==> config.mk <==
export PLATFORM = sky130hd
export DESIGN_NAME = ic_slave_addr_arbiter_flat
export DESIGN_NICKNAME = d
export VERILOG_FILES = /design/src/rtl/ic_slave_addr_arbiter_if.sv /design/src/rtl/ic_slave_addr_arbiter.sv /design/src/flat_wrapper.sv
export SDC_FILE = /design/constraint.sdc
export NUM_CORES = 1
export LEC_CHECK = 0
export CORE_ASPECT_RATIO = 0.8
export CORE_UTILIZATION = 58
export CTS_CLUSTER_DIAMETER = 150
export DETAILED_ROUTE_END_ITERATION = 8
export PLACE_DENSITY = 0.85
export SETUP_SLACK_MARGIN = 0.02
export SYNTH_ARGS = -nofsm -noshare
export SYNTH_HDL_FRONTEND = slang
export SYNTH_SLANG_ARGS = --single-unit
==> constraint.sdc <==
create_clock -name clk -period 3.45 [get_ports clk]
set_input_delay 0.345 -clock clk [delete_from_list [all_inputs] [get_ports clk]]
set_output_delay 0.345 -clock clk [all_outputs]
set_load 0.05 [all_outputs]
==> src/rtl/ic_slave_addr_arbiter_if.sv <==
// Address-channel arbitration bundle between the masters' decoded requests,
// one slave's AREADY/response completion, and the arbiter's grant outputs.
interface ic_slave_addr_arbiter_if #(
  parameter int unsigned NUM_MSTR  = 4,
  parameter int unsigned MSTR_BITS = 2
);
  logic [NUM_MSTR-1:0]  mstr_req;
  logic                 slv_aready;
  logic                 resp_done;
  logic [MSTR_BITS-1:0] resp_mstr;
  logic [NUM_MSTR-1:0]  grant;
  logic [MSTR_BITS-1:0] grant_mstr;
  logic                 grant_valid;
  logic [NUM_MSTR-1:0]  mstr_ready;
  logic [NUM_MSTR-1:0]  cmd_full;
  logic                 underflow_err;

  // Arbiter side
  modport slave (
    input  mstr_req, slv_aready, resp_done, resp_mstr,
    output grant, grant_mstr, grant_valid, mstr_ready, cmd_full, underflow_err
  );

  // Requesting/observing side
  modport master (
    output mstr_req, slv_aready, resp_done, resp_mstr,
    input  grant, grant_mstr, grant_valid, mstr_ready, cmd_full, underflow_err
  );
endinterface

==> src/rtl/ic_slave_addr_arbiter.sv <==
// Round-robin arbiter for one slave's AR/AW channel, holding the grant until the
// address handshake and capping outstanding commands per master at CMD_DEPTH.
module ic_slave_addr_arbiter #(
  parameter int unsigned NUM_MSTR  = 4,
  parameter int unsigned MSTR_BITS = 2,
  parameter int unsigned CMD_DEPTH = 4,
  parameter int unsigned CNT_BITS  = 3
) (
  input  logic                    clk,
  input  logic                    reset,
  ic_slave_addr_arbiter_if.slave  arb
);

  typedef enum logic {IDLE, GRANT} state_t;

  localparam logic [CNT_BITS-1:0]  DEPTH_C  = CNT_BITS'(CMD_DEPTH);
  localparam logic [CNT_BITS-1:0]  ONE_C    = CNT_BITS'(1);
  localparam logic [MSTR_BITS-1:0] LAST_RST = MSTR_BITS'(NUM_MSTR - 1);
  localparam logic [NUM_MSTR-1:0]  BIT0_C   = NUM_MSTR'(1);

  state_t               state_q, state_d;
  logic [NUM_MSTR-1:0]  grant_q, grant_d;
  logic [MSTR_BITS-1:0] grant_mstr_q, grant_mstr_d;
  logic                 grant_valid_q, grant_valid_d;
  logic [MSTR_BITS-1:0] last_winner_q, last_winner_d;
  logic [CNT_BITS-1:0]  count_q [NUM_MSTR];
  logic                 underflow_q;

  logic [NUM_MSTR-1:0]  cmd_full;
  logic [NUM_MSTR-1:0]  eligible;
  logic [NUM_MSTR-1:0]  inc_vec;
  logic [NUM_MSTR-1:0]  dec_vec;
  logic                 underflow_set;
  logic                 pick_found;
  logic [MSTR_BITS-1:0] pick_mstr;
  logic                 accept;

  always_comb begin
    for (int unsigned i = 0; i < NUM_MSTR; i++) begin
      cmd_full[i] = (count_q[i] == DEPTH_C);
    end
  end

  // Full masters drop out of arbitration only; a held grant is never revoked.
  assign eligible = arb.mstr_req & ~cmd_full;
  assign accept   = (state_q == GRANT) && grant_valid_q
                    && arb.mstr_req[grant_mstr_q] && arb.slv_aready;

  // Scan last_winner+1, +2, ... modulo NUM_MSTR and take the first eligible.
  always_comb begin
    int unsigned          idx;
    logic [MSTR_BITS-1:0] cand;
    pick_found = 1'b0;
    pick_mstr  = '0;
    idx        = 0;
    cand       = '0;
    for (int unsigned k = 1; k <= NUM_MSTR; k++) begin
      idx  = (32'(last_winner_q) + k) % NUM_MSTR;
      cand = MSTR_BITS'(idx);
      if (!pick_found && eligible[cand]) begin
        pick_found = 1'b1;
        pick_mstr  = cand;
      end
    end
  end

  always_comb begin
    state_d       = state_q;
    grant_d       = grant_q;
    grant_mstr_d  = grant_mstr_q;
    grant_valid_d = grant_valid_q;
    last_winner_d = last_winner_q;
    case (state_q)
      IDLE: begin
        if (pick_found) begin
          state_d       = GRANT;
          grant_d       = BIT0_C << pick_mstr;
          grant_mstr_d  = pick_mstr;
          grant_valid_d = 1'b1;
        end
      end
      GRANT: begin
        if (accept) begin
          state_d       = IDLE;
          grant_d       = '0;
          grant_valid_d = 1'b0;
          last_winner_d = grant_mstr_q;
        end
      end
      default: begin
        state_d       = IDLE;
        grant_d       = '0;
        grant_valid_d = 1'b0;
      end
    endcase
  end

  always_ff @(posedge clk or posedge reset) begin
    if (reset) begin
      state_q       <= IDLE;
      grant_q       <= '0;
      grant_mstr_q  <= '0;
      grant_valid_q <= 1'b0;
      last_winner_q <= LAST_RST;
    end else begin
      state_q       <= state_d;
      grant_q       <= grant_d;
      grant_mstr_q  <= grant_mstr_d;
      grant_valid_q <= grant_valid_d;
      last_winner_q <= last_winner_d;
    end
  end

  // resp_mstr values >= NUM_MSTR match no counter and are therefore ignored.
  always_comb begin
    underflow_set = 1'b0;
    for (int unsigned i = 0; i < NUM_MSTR; i++) begin
      inc_vec[i] = accept && (32'(grant_mstr_q) == i);
      dec_vec[i] = arb.resp_done && (32'(arb.resp_mstr) == i);
      if (dec_vec[i] && (count_q[i] == '0)) begin
        underflow_set = 1'b1;
      end
    end
  end

  always_ff @(posedge clk or posedge reset) begin
    if (reset) begin
      for (int unsigned i = 0; i < NUM_MSTR; i++) begin
        count_q[i] <= '0;
      end
    end else begin
      for (int unsigned i = 0; i < NUM_MSTR; i++) begin
        case ({inc_vec[i], dec_vec[i]})
          2'b10: if (count_q[i] != DEPTH_C) count_q[i] <= count_q[i] + ONE_C;
          2'b01: if (count_q[i] != '0)      count_q[i] <= count_q[i] - ONE_C;
          default: ;
        endcase
      end
    end
  end

  always_ff @(posedge clk or posedge reset) begin
    if (reset) begin
      underflow_q <= 1'b0;
    end else if (underflow_set) begin
      underflow_q <= 1'b1;
    end
  end

  assign arb.grant         = grant_q;
  assign arb.grant_mstr    = grant_mstr_q;
  assign arb.grant_valid   = grant_valid_q;
  assign arb.mstr_ready    = grant_q & {NUM_MSTR{arb.slv_aready}};
  assign arb.cmd_full      = cmd_full;
  assign arb.underflow_err = underflow_q;

  a_grant_onehot: assert property (@(posedge clk) disable iff (reset)
    $onehot0(grant_q));
  a_valid_matches_grant: assert property (@(posedge clk) disable iff (reset)
    grant_valid_q == (grant_q != '0));

endmodule

==> src/flat_wrapper.sv <==
// flat-port wrapper written by rule: the top's interface ports become plain ports
module ic_slave_addr_arbiter_flat 
#(
  parameter int unsigned NUM_MSTR  = 4,
  parameter int unsigned MSTR_BITS = 2,
  parameter int unsigned CMD_DEPTH = 4,
  parameter int unsigned CNT_BITS  = 3
)
  (clk, reset, arb_mstr_req, arb_slv_aready, arb_resp_done, arb_resp_mstr, arb_grant, arb_grant_mstr, arb_grant_valid, arb_mstr_ready, arb_cmd_full, arb_underflow_err);
  ic_slave_addr_arbiter_if #(.NUM_MSTR(NUM_MSTR), .MSTR_BITS(MSTR_BITS)) arb_i ();
  input  logic clk;
  input  logic reset;
  input wire logic [$bits(arb_i.mstr_req)-1:0] arb_mstr_req;
  input wire logic [$bits(arb_i.slv_aready)-1:0] arb_slv_aready;
  input wire logic [$bits(arb_i.resp_done)-1:0] arb_resp_done;
  input wire logic [$bits(arb_i.resp_mstr)-1:0] arb_resp_mstr;
  output wire logic [$bits(arb_i.grant)-1:0] arb_grant;
  output wire logic [$bits(arb_i.grant_mstr)-1:0] arb_grant_mstr;
  output wire logic [$bits(arb_i.grant_valid)-1:0] arb_grant_valid;
  output wire logic [$bits(arb_i.mstr_ready)-1:0] arb_mstr_ready;
  output wire logic [$bits(arb_i.cmd_full)-1:0] arb_cmd_full;
  output wire logic [$bits(arb_i.underflow_err)-1:0] arb_underflow_err;
  assign arb_i.mstr_req = arb_mstr_req;
  assign arb_i.slv_aready = arb_slv_aready;
  assign arb_i.resp_done = arb_resp_done;
  assign arb_i.resp_mstr = arb_resp_mstr;
  assign arb_grant = arb_i.grant;
  assign arb_grant_mstr = arb_i.grant_mstr;
  assign arb_grant_valid = arb_i.grant_valid;
  assign arb_mstr_ready = arb_i.mstr_ready;
  assign arb_cmd_full = arb_i.cmd_full;
  assign arb_underflow_err = arb_i.underflow_err;
  ic_slave_addr_arbiter #(.NUM_MSTR(NUM_MSTR), .MSTR_BITS(MSTR_BITS), .CMD_DEPTH(CMD_DEPTH), .CNT_BITS(CNT_BITS)) u_core (.clk(clk), .reset(reset), .arb(arb_i));
endmodule
[Word level (Yosys, flattened, before mapping)]
Index checks and enable logic that the tools add are counted.
Storage, ports and cells
  bits in registers: 23
  logic and storage cells: 149
Operators by class
  add/subtract/negate cells: 12
  muxes and demuxes: 43
  $lt $le $gt $ge: 5
  shifts and indexed selects: 1
  reductions and logical operators: 42
  bitwise gates (word level): 4
  eq/ne operators: 32
Operators with widths (count)
  2-to-1 mux 3 bit: 8
  one-hot mux 3 bit (2 select lines): 4
  logical AND 1 bit: 18
  != test 2 x 1 -> 1 bit, second input constant: 9
  2-to-1 mux 1 bit: 17
  == test 2 bit, second input constant: 8
  < comparator 2 x 3 -> 1 bit, second input constant: 5
  adder 3 x 1 -> 3 bit, second input constant: 4
  == test 2 x 1 -> 1 bit, second input constant: 6
  == test 3 bit, second input constant: 4
  logical NOT 3 bit: 4
  != test 3 bit, second input constant: 4
  AND reduction 3 bit: 4
  nonzero test 3 bit: 4
  subtractor 3 x 1 -> 3 bit, second input constant: 4
  binary-select mux 1 bit (select 2 bit): 5
  bitwise AND 4 bit: 2
  2-to-1 mux 2 bit: 4
  2-to-1 mux 4 bit: 2
  one-hot mux 4 bit (2 select lines): 1
  nonzero test 2 bit: 4
  AND reduction 2 bit: 3
  adder 2 x 1 -> 2 bit, second input constant: 2
  adder 2 bit, second input constant: 2
  other kinds (7): 11

[Longest topological paths before layout]
  depth after elaboration: 18
  mapped depth: 8
  depth with buffers taken out: 7

[Worst setup path before layout]
OpenSTA, ideal clock, no wires.
  path kind: register -> register
  from: register u_core.grant_mstr_q[1], in the netlist u_core.arb.grant_mstr[1]
  to: register u_core.count_q[5] in the netlist's numbering
  period minus slack after synthesis: 2.344 ns
  cell stages (with the launch flop): 9
  slack: 1.106 ns
  data arrival time: 2.205 ns
  library setup time: 0.138 ns
  cell sequence: dfrtp_1 > buf_2 > nand2_1 > nor3_1 > nand2b_1 > fa_1 > nor2_1 > o21ai_0 > mux4_2
Between the ends
  longest elaborated chain between the ends: 8
RTL lines
  start: declaration: line ic_slave_addr_arbiter.sv:23  | logic [MSTR_BITS-1:0] grant_mstr_q, grant_mstr_d;
  start signal: assignment: line ic_slave_addr_arbiter.sv:108  | grant_mstr_q <= grant_mstr_d;
  binary-select mux 1 bit (select 2 bit): line ic_slave_addr_arbiter.sv:47  | && arb.mstr_req[grant_mstr_q] && arb.slv_aready;
  2-to-1 mux 1 bit (not written as such): line ic_slave_addr_arbiter.sv:47
  logical AND 1 bit (2 in a row): line ic_slave_addr_arbiter.sv:47
  logical AND 1 bit *: line ic_slave_addr_arbiter.sv:118  | inc_vec[i] = accept && (32'(grant_mstr_q) == i);
  == test 2 x 1 -> 1 bit / == test 2 bit (equally long branches): line ic_slave_addr_arbiter.sv:133  | case ({inc_vec[i], dec_vec[i]})
  != test 2 x 1 -> 1 bit (no source line) / nonzero test 2 bit (equally long branches)
  AND reduction 3 bit (no source line)
  end signal: indexed assignment: line ic_slave_addr_arbiter.sv:129  | count_q[i] <= '0;
  end: declaration: line ic_slave_addr_arbiter.sv:26  | logic [CNT_BITS-1:0] count_q [NUM_MSTR];
Every way passes the cells marked *; elsewhere a longest branch is shown, timed or not. The select of a mux whose other input is x is not followed.
A chain may end at the register's enable or synchronous reset.

[Final worst setup path]
  from: input port arb_resp_mstr[0]
  to: register u_core.count_q[11] in the netlist's numbering
Between the ends
  longest elaborated chain between the ends: 5
RTL lines
  start: declaration: line flat_wrapper.sv:16  | input wire logic [$bits(arb_i.resp_mstr)-1:0] arb_resp_mstr;
  logical NOT 2 bit *: line ic_slave_addr_arbiter.sv:119  | dec_vec[i] = arb.resp_done && (32'(arb.resp_mstr) == i);
  logical AND 1 bit *: line ic_slave_addr_arbiter.sv:119
  == test 2 x 1 -> 1 bit / == test 2 bit (equally long branches): line ic_slave_addr_arbiter.sv:133
  != test 2 x 1 -> 1 bit (no source line) / nonzero test 2 bit (equally long branches)
  AND reduction 3 bit (no source line)
Every way passes the cells marked *; elsewhere a longest branch is shown, timed or not.

==> reports/qor.csv <==
metric;value;unit
outcome;completed;
route.detailed.wl_per_inst;16.7;µm
p_sw;0.870;mW
p_int;0.852;mW
antenna_cells;0;
rsz0062_at_grt;false;
p_seq_frac;0.342;
clk_pin_slew;140;ps
async_flop_share;1.00;
ant_nets;0;
core;2560;µm²
crit_fanout;7;
r2r_slack;1230;ps
vias;1399;
drt_iter0_drc;66;
ys_seq_elements;23;
drive_above_1_share;0.155;
fp.dieH;49.8;µm
synth.avg_cell_area;9.90;µm²
fin_util;0.766;
post_dp_cell_area;1940;µm²
die-area;3070;µm²
period_share;0.726;
worst_slew_pin_slew;894;ps
antenna_found_initial;0;
vias_per_cell;6.11;
htreeDepth;1;
drv_slew;0;
clockRootBuffer;clkbuf_4;
swShare;0.505;
max_slew_margin;0.404;
clock_latency;340;ps
cp-start-kind;input pin;
layout_setup_ws;946;ps
powerDensity;877;nW/µm²
track_usage;0.285;
synth-edff-count;0;
start_util;0.646;
drt_wl_total;3810;µm
grt_max_degree;24;
fmax;0.399;GHz
synthFlopType;dfrtp_1;
cp.arrival;2720;ps
syn_nets;181;
dpl.hpwl;2920;µm
cts_buffer_depth;2;
hold_slack;475;ps
finalSetupTns;0;ps
combPwrFrac;0.580;
drt_first_pass_iters;4;
critPathRequiredTime;3670;ps
cp_num_buf_inv;2;
die_width;61.7;µm
grt_pass1_wl;6380;µm
fp-row-count;16;
slowest_stage;clkdlybuf4s50_1;
gr-total-overflow;0;
critPathTopFamily;buffers and inverters;
hold_viol_final;0;
min_path_type;input pin to asynchronous set/reset pin;
cts_resized;0;
power.total;1.72;mW
io_buffers;25;
min_period;2500;ps
max_stage_delay;530;ps
final_cell_mix;25 x clkdlybuf4s50_1, 21 x dfrtp_1, 17 x inv_1;
pin_count;26;
drc_errors;0;
crit_type;input pin to flop;
clock_sinks;23;
cts_tree;yes;
gp_congestion;0.879;
post_cts_buffers;0;
nets;208;
placedCellCount;225;
ir_drop;553;µV
final_area;1960;µm²
clockPowerShare;0.078;
holdBufCountCts;0;
ys_types;59;
pre_cts_ws;636;ps
leakagePower;0.818;nW
mostFrequentLayoutCell;clkdlybuf4s50_1;
fill_cells;183;
yosys_warnings;0;
synthCells;167;
finClkSkew;17.3;ps
cts_buffers;3;
netlist_area;1650;µm²
first_global_vias;1432;
drv_cap;0;
synth-seq-area-share;0.349;
setup_viol;0;
area_delta_synth_final;18.7;%
crit_chain;clkdlybuf4s50_1 -> nor3b_1 -> o31a_1 -> inv_1 -> fa_1 -> a211oi_2 -> a21oi_1 -> mux2_2;
stdcell_count;229;
endpoint_kind;flop;
-- logic make-up after synthesis --
| family | after synthesis | synth area share |
|---|---|---|
| compound gates | 47 | 0.225 |
| flops | 23 | 0.349 |
| buf+inv | 21 | 0.0484 |
| xor+xnor | 6 | 0.0318 |
| simple gates | 56 | 0.216 |
| fa+ha+maj | 4 | 0.0484 |
| mux | 10 | 0.0802 |
-- worst register-to-register path: stages (launching register included) --
cell	delay, ps
dfrtp_1	520
nand2_1	140
nor3_1	100
nand2b_1	190
fa_1	450
nor2_1	150
o21ai_0	100
mux4_2	470
-- cells in the mapped netlist, drive strengths merged, types with 2 or more instances --
cell | n | area (µm²)
a21oi | 9 | 45.0
dfstp | 2 | 52.6
inv | 18 | 67.6
o311ai | 3 | 26.3
mux4 | 2 | 48.8
dfrtp | 21 | 526
or2 | 3 | 18.8
clkbuf | 2 | 7.51
or3b | 4 | 45.0
mux2 | 3 | 33.8
xnor2 | 3 | 26.3
a211o | 2 | 18.8
o31ai | 2 | 20.0
nor3 | 2 | 10.0
a31oi | 2 | 12.5
mux2i | 5 | 50.1
nand2b | 3 | 18.8
nand2 | 12 | 60.1
o21ai | 11 | 55.1
and3b | 3 | 26.3
a22oi | 3 | 32.5
nand3 | 6 | 35.0
o22ai | 2 | 12.5
a31o | 2 | 26.3
and2 | 4 | 25.0
nor2 | 7 | 26.3
nand4 | 2 | 12.5
nor3b | 2 | 20.0
fa | 4 | 80.1
a211oi | 3 | 27.5
xor2 | 3 | 26.3
-- worst paths after layout --
kind                                     startpoint                  endpoint  depth (start not counted)
hold reg to reg            u_core.arb.underflow_err  u_core.arb.underflow_err                          1
setup / recovery                   arb_resp_mstr[0]        u_core.count_q[11]                          8
setup reg to reg           u_core.arb.grant_mstr[1]         u_core.count_q[5]                          7
hold / removal                                reset         u_core.count_q[7]                          2
min in group clk           u_core.arb.underflow_err  u_core.arb.underflow_err                          1
max in group asynchronous                     reset       u_core.arb.grant[3]                          2
-- state kept, by name (all words and copies together), names as in the netlist --
name and flops:
u_core.state_q 1, u_core.arb.grant 4, u_core.count_q 12, u_core.last_winner_q 2
u_core.arb.grant_valid 1, u_core.arb.underflow_err 1, u_core.arb.grant_mstr 2
-- layout make-up --
type / count / area, µm² / area share
multi-input cells: 123 / 996 / 0.507
well taps: 36 / 45.0 / 0.0229
clock buffers: 4 / 26.3 / 0.0134
repair buffers: 25 / 250 / 0.127
inverters: 18 / 67.6 / 0.0344
flip-flops and latches: 23 / 578 / 0.294
-- layer usage --
layer | track usage | vias to the layer above | part of all wire
met5 | 0 | - | 0
met4 | 0.100 | 0 | 0.014
met3 | 0.0656 | 8 | 0.042
met2 | 0.480 | 47 | 0.50
met1 | 0.350 | 678 | 0.45
li1 | - | 666 | -
-- power by group through the flow --
stage	clock network [mW]	logic [mW]	registers, mW
finish	0.135	0.999	0.588
global route	0.143	1.09	0.610
CTS	0.137	1.00	0.582
detailed placement	0	0.997	0.588
global placement	0	0.952	0.576
floorplan	0	0.625	0.667
Power figures use the tool's default switching activity.
